$ cat src/rtl/uart_receiver_pkg.sv
// Shared UART definitions: receiver FSM state encoding and the default
// oversampling ratio. The transmitter side imports the same package so both
// ends agree on the tick rate.
package uart_receiver_pkg;

    // Default number of tick pulses per bit period.
    localparam int unsigned UART_OVERSAMPLE_DEFAULT = 16;

    // Receiver frame-tracking states.
    typedef enum logic [2:0] {
        ST_IDLE  = 3'd0,
        ST_START = 3'd1,
        ST_DATA  = 3'd2,
        ST_STOP  = 3'd3,
        ST_BREAK = 3'd4
    } uart_rx_state_e;

endpackage

$ cat src/rtl/uart_receiver_rx_sync.sv
// rx_sync: two-flop synchronizer for the asynchronous serial line.
// Both flops reset to 1 so an idle (high) line never looks like a start bit
// while reset is being released.
//   clk   - system clock
//   rst_n - asynchronous active-low reset
//   d_i   - asynchronous input
//   q_o   - synchronized output
module rx_sync
    import uart_receiver_pkg::*;
(
    input  logic clk,
    input  logic rst_n,
    input  logic d_i,
    output logic q_o
);

    logic [1:0] sync_q;

    // Shift the raw line through two flops to settle metastability.
    always_ff @(posedge clk or negedge rst_n) begin
        if (!rst_n) begin
            sync_q <= 2'b11;
        end else begin
            sync_q <= {sync_q[0], d_i};
        end
    end

    assign q_o = sync_q[1];

endmodule

$ cat src/rtl/uart_receiver.sv
// uart_receiver: 8N1 UART receiver with oversampled start/data/stop
// sampling, frame-error detection and break handling.
//   clk        - system clock
//   rst_n      - asynchronous active-low reset
//   tick       - one-clk oversample enable, OVERSAMPLE x baud
//   RxD        - asynchronous serial input, idle high, LSB first
//   RxD_Data   - last correctly framed byte
//   data_ready - one-clk pulse when RxD_Data is updated
//   frame_err  - one-clk pulse when the stop bit is sampled low
//   busy       - high while a frame (or break) is in progress
module uart_receiver
    import uart_receiver_pkg::*;
#(
    parameter int unsigned OVERSAMPLE = UART_OVERSAMPLE_DEFAULT
) (
    input  logic       clk,
    input  logic       rst_n,
    input  logic       tick,
    input  logic       RxD,
    output logic [7:0] RxD_Data,
    output logic       data_ready,
    output logic       frame_err,
    output logic       busy
);

    localparam int unsigned      CNT_W    = $clog2(OVERSAMPLE);
    localparam logic [CNT_W-1:0] CNT_ZERO = {CNT_W{1'b0}};
    localparam logic [CNT_W-1:0] CNT_ONE  = CNT_W'(1);
    localparam logic [CNT_W-1:0] CNT_MID  = CNT_W'(OVERSAMPLE / 2 - 1);
    localparam logic [CNT_W-1:0] CNT_LAST = CNT_W'(OVERSAMPLE - 1);

    logic           rx_s;
    uart_rx_state_e state_q, state_d;
    logic [CNT_W-1:0] cnt_q, cnt_d;
    logic [2:0]     bit_q, bit_d;
    logic [7:0]     shift_q, shift_d;
    logic [7:0]     data_q, data_d;
    logic           ready_q, ready_d;
    logic           ferr_q, ferr_d;
    logic           busy_q, busy_d;

    rx_sync u_rx_sync (
        .clk   (clk),
        .rst_n (rst_n),
        .d_i   (RxD),
        .q_o   (rx_s)
    );

    // Next-state logic: everything advances only on tick; pulses default low.
    always_comb begin
        state_d = state_q;
        cnt_d   = cnt_q;
        bit_d   = bit_q;
        shift_d = shift_q;
        data_d  = data_q;
        ready_d = 1'b0;
        ferr_d  = 1'b0;
        if (tick) begin
            case (state_q)
                ST_IDLE: begin
                    if (!rx_s) begin
                        state_d = ST_START;
                        cnt_d   = CNT_ZERO;
                    end else begin
                        state_d = ST_IDLE;
                    end
                end
                ST_START: begin
                    // Re-check the line at the middle of the start bit.
                    if (cnt_q == CNT_MID) begin
                        cnt_d = CNT_ZERO;
                        bit_d = 3'd0;
                        if (!rx_s) begin
                            state_d = ST_DATA;
                        end else begin
                            state_d = ST_IDLE;
                        end
                    end else begin
                        cnt_d = cnt_q + CNT_ONE;
                    end
                end
                ST_DATA: begin
                    // One sample per bit period, shifted in from the top.
                    if (cnt_q == CNT_LAST) begin
                        cnt_d   = CNT_ZERO;
                        shift_d = {rx_s, shift_q[7:1]};
                        if (bit_q == 3'd7) begin
                            state_d = ST_STOP;
                        end else begin
                            bit_d = bit_q + 3'd1;
                        end
                    end else begin
                        cnt_d = cnt_q + CNT_ONE;
                    end
                end
                ST_STOP: begin
                    if (cnt_q == CNT_LAST) begin
                        cnt_d = CNT_ZERO;
                        if (rx_s) begin
                            data_d  = shift_q;
                            ready_d = 1'b1;
                            state_d = ST_IDLE;
                        end else begin
                            ferr_d  = 1'b1;
                            state_d = ST_BREAK;
                        end
                    end else begin
                        cnt_d = cnt_q + CNT_ONE;
                    end
                end
                ST_BREAK: begin
                    // Hold here until the line returns high so a long low
                    // line yields a single frame error.
                    if (rx_s) begin
                        state_d = ST_IDLE;
                    end else begin
                        state_d = ST_BREAK;
                    end
                end
                default: begin
                    state_d = ST_IDLE;
                    cnt_d   = CNT_ZERO;
                    bit_d   = 3'd0;
                end
            endcase
        end else begin
            state_d = state_q;
        end
        busy_d = (state_d != ST_IDLE);
    end

    // State, datapath and registered output update.
    always_ff @(posedge clk or negedge rst_n) begin
        if (!rst_n) begin
            state_q <= ST_IDLE;
            cnt_q   <= CNT_ZERO;
            bit_q   <= 3'd0;
            shift_q <= 8'h00;
            data_q  <= 8'h00;
            ready_q <= 1'b0;
            ferr_q  <= 1'b0;
            busy_q  <= 1'b0;
        end else begin
            state_q <= state_d;
            cnt_q   <= cnt_d;
            bit_q   <= bit_d;
            shift_q <= shift_d;
            data_q  <= data_d;
            ready_q <= ready_d;
            ferr_q  <= ferr_d;
            busy_q  <= busy_d;
        end
    end

    assign RxD_Data   = data_q;
    assign data_ready = ready_q;
    assign frame_err  = ferr_q;
    assign busy       = busy_q;

endmodule

$ cat config.mk
export PLATFORM = sky130hd
export DESIGN_NAME = uart_receiver
export DESIGN_NICKNAME = d
export VERILOG_FILES = /design/src/rtl/uart_receiver_pkg.sv /design/src/rtl/uart_receiver_rx_sync.sv /design/src/rtl/uart_receiver.sv
export SDC_FILE = /design/constraint.sdc
export NUM_CORES = 1
export LEC_CHECK = 0
export BUFFER_PORTS_ARGS = -buffer_cell sky130_fd_sc_hd__buf_4
export CORE_AREA = 2 2 60 62
export CTS_CLUSTER_SIZE = 25
export DETAILED_ROUTE_END_ITERATION = 7
export DIE_AREA = 0 0 62 64
export HOLD_SLACK_MARGIN = 0.12
export PLACE_DENSITY_LB_ADDON = 0.25
export SLEW_MARGIN = 20
export SYNTH_ARGS = -nofsm -noshare
export SYNTH_HDL_FRONTEND = slang
export SYNTH_HIERARCHICAL = 1
export SYNTH_SLANG_ARGS = --single-unit
$ cat constraint.sdc
create_clock -name clk -period 2.46 [get_ports clk]
set_input_delay 0.492 -clock clk [delete_from_list [all_inputs] [get_ports clk]]
set_output_delay 0.492 -clock clk [all_outputs]
set_load 0.01 [all_outputs]
==> metrics.md <==
| Metric | Value |
|---|---|
| Leakage power summed over all cells | `0.811 nW` |
| Starting density of the core | `0.453` |
| Multi-input gate area | `637 um^2` |
| Synth Flop Type | `dfrtp_1` |
| Number of synthesized register bits | `31` |
| Nets@finish | `138` |
| Clk network pwr share | `0.382` |
| Maximum number of pins on one net before global-route repair | `32` |
| Hold EP | `u_rx_sync/sync_q[0]` |
| Routed vias | `931` |
| DP Wirelength | `1.62 mm` |
| Number of detailed-route iterations in the first pass | `2` |
| EDFF count, synth | `0` |
| Global-route wire length before repair | `4.00 mm` |
| Clock slew seen by the registers of the worst setup and hold paths | `0.10 ns` |
| CP Data Arrival Time | `2.08 ns` |
| Slew Limit Headroom | `0.566` |
| Kind of start point of the critical path | `flop` |
| Period Utilization, post-route | `0.754` |
| Crit path cell chain | `ha_1, and3_4, a211o_2, nand3b_1, mux2_1` |
| Critical path endpoint category | `flop` |
| Unrepaired setup endpoints after global routing | `no` |
| Initial antenna violation count | `0` |
| Average cell area after synthesis | `12.9 um^2` |
| Worst Min Path Start | `RxD` |
| Worst-Skew Late Latency | `0.33 ns` |
| Rows | `21` |
| Measured slew at the worst slew-check pin | `0.645 ns` |
| Reg-to-reg critical path startpoint | `cnt_q[0]` |
| Worst R2R End | `bit_q[0]` |
| Largest area contributor in the synthesized netlist | `dfrtp_1` |
| Clock sink total | `31` |
| Power per Cell Area | `645 nW/um^2` |
| Overall die width | `62 um` |
| Yosys warns | `6` |
| Synthesized instance count | `115` |
| Crit-path max FO | `7` |
| Delay-heaviest family, CP | `flip-flops` |
| Remaining global-route overflow | `0` |
| Net Count, Synth | `122` |
| Distinct cell type count after synthesis | `41` |
| Area added between synthesis and finish | `13.2%` |
| Logic pwr share | `0.094` |
| Filler Cell Count | `295` |
| Count of inserted antenna diode cells | `0` |
| Reg2Reg Setup Slack | `0.61 ns` |
| Leading cell types by count after synthesis | `dfrtp_1 (29), mux2_2 (9), mux2_4 (8), nand2_1 (6), nor2_1 (6)` |
| Clock tree root buffer cell | `clkbuf_4` |
| Final Core Density | `0.513` |
| Setup total negative slack | `0 ns` |
| Residual DRC count | `0` |
| # Max-Cap Violations | `0` |
| Post-DR vias/cell | `5.23` |
| Worst Clk Skew | `0.0125 ns` |
| Vias in the first global route | `907` |
| Fraction of layout instances using a drive strength above 1 | `0.379` |
| Worst reg-to-reg path cell count | `5` |
| Critical path class | `flop to flop` |
| Post-route antenna net violation count | `0` |
| Highest clock rate | `539 MHz` |
| Final setup violating endpoints | `0` |
| Required time at the endpoint of the critical path | `2.68 ns` |
| Number of endpoints with negative hold slack in the final report | `0` |
| Dominant cells by area after synthesis | `dfrtp_1 (49%), mux2_4 (8.1%), mux2_2 (6.8%), dfstp_2 (3.5%), ha_1 (2.5%)` |
| Count of instances resized after the clock tree is built | `0` |
| Fraction of post-synthesis cell area in the top cell type by area | `0.487` |
| Fin. max-slew vios | `0` |
| Netlist area before placement | `1490 um^2` |
| Outcome | `complete, no violations` |
| Seq/Total Area, Yosys | `0.523` |
| Portion of total power attributed to sequential cells | `0.524` |
| Number of top-level pins | `15` |
| GPL Wtd Cong | `0.735` |
| Share of async-settable or async-resettable flops after synthesis | `1.00` |
| Number of H-tree levels | `2` |
| Slowest library cell on the worst path | `dfrtp_1` |
| Die Outline Area | `3970 um^2` |
| Cells on Worst Hold Path | `1` |
| Cell with the most instances after synthesis | `dfrtp_1` |
| Total core area | `3280 um^2` |
| Clock tree from TritonCTS | `yes` |
| Hold Path Class | `input port to flop` |
| Count of routing violations after the opening detailed-route iteration | `29` |
| Final min period | `1.85 ns` |
| Input/output buffers | `14` |
| Switching fraction of total power | `0.244` |
| Peak supply drop | `0.000557 V` |
| Global Route Usage Sum | `0.140` |
| Area of all sequential standard cells | `778 um^2` |
| CTS max path bufs | `2` |
| Average detailed-routed wire length per instance | `13.5 um` |
| Internal power | `822 uW` |
| Largest stage delay on the critical path | `0.42 ns` |
| Net Sw Power | `265 uW` |
| Buf/Inv on CP | `0` |
| Drt total wl | `2.41 mm` |
| Chip Height | `64 um` |
| Clock buffer count from CTS | `5` |
kinds of logic after synthesis:
group                    share of synthesized area
flip-flops                                   0.523
adder cells (fa/ha/maj)                     0.0252
XOR/XNOR                                   0.00588
AND/OR/NAND/NOR                              0.150
multiplexers                                 0.170
AO/OA/AOI/OAI                               0.0765
buffers and inverters                       0.0496
worst register-to-register path, cell delays in order (launching register included):
cell and delay (ns):
dfrtp_1 0.42, ha_1 0.30, and3_4 0.23, a211o_2 0.29
nand3b_1 0.18, mux2_1 0.34
cell usage in the layout, fill, tap and decap left out, types with 3 or more instances in the layout:
cell      Yosys  final
dfrtp_1      29     29
buf_4         1     14
mux2_2        9      9
mux2_4        8      8
nor2_1        6      6
nand2_1       6      6
o21ai_0       5      5
clkbuf_4      0      5
nand3b_1      3      3
and3_4        3      3
nand3_1       3      3
inv_1         3      3
ha_1          3      3
power by group through the flow:
stage	Combinational, mW	Sequential (mW)	Clock (mW)
after global placement	0.0971	0.576	0
after CTS	0.104	0.570	0.424
after global routing	0.115	0.574	0.461
after floorplan	0.0832	0.566	0
final	0.102	0.569	0.416
after detailed placement	0.102	0.578	0
flip-flops by register name (all words and copies together), names as in the netlist:
register	cells
u_rx_sync/sync_q	2
RxD_Data	8
state_q	3
bit_q	3
data_ready	1
busy	1
shift_q	8
cnt_q	4
frame_err	1
worst max-delay path by stage:
stage                   from          end  slack [ns]  cells past startpoint
floorplan           cnt_q[0]  RxD_Data[0]        0.72                      6
global placement    cnt_q[0]     bit_q[0]        0.66                      5
detailed placement  cnt_q[0]  RxD_Data[1]        0.61                      5
CTS                 cnt_q[0]  RxD_Data[1]        0.59                      5
global route        cnt_q[0]  RxD_Data[7]        0.52                      5
finish              cnt_q[0]     bit_q[0]        0.61                      5
layer usage:
| layer | track usage | share of wire | vias to the layer above |
|---|---|---|---|
| li1 | - | - | 443 |
| met1 | 0.179 | 0.48 | 463 |
| met2 | 0.203 | 0.46 | 16 |
| met3 | 0.0486 | 0.037 | 9 |
| met4 | 0.0718 | 0.024 | 0 |
| met5 | 0 | 0 | - |
layout make-up:
type	instances	area share
sequential	31	0.462
multi-input combinational	75	0.378
timing repair buffer	15	0.0683
tap	46	0.0341
clock buffer	6	0.0304
clock inverter	2	0.0208
inverter	3	0.00668
what timing repair did:
item | in CTS | in global routing
hold buffers | 1 | 0
buffers inserted | 0 | 0
endpoints found under the hold margin | 29 | 0
metrics by stage:
step / cells / cell area (um^2) / power [mW] / hold WS (ns) / setup slack (ns)
final: 178 / 1690 / 1.09 / 0.269 / 0.606
after global routing: 178 / 1690 / 1.15 / 0.225 / 0.518
after CTS: 178 / 1690 / 1.10 / 0.252 / 0.594
after detailed placement: 169 / 1590 / 0.681 / 0.348 / 0.610
after global placement: 169 / 1590 / 0.674 / 0.346 / 0.661
after floorplan: 115 / 1490 / 0.649 / 0.196 / 0.719
Power figures use the tool's default switching activity.
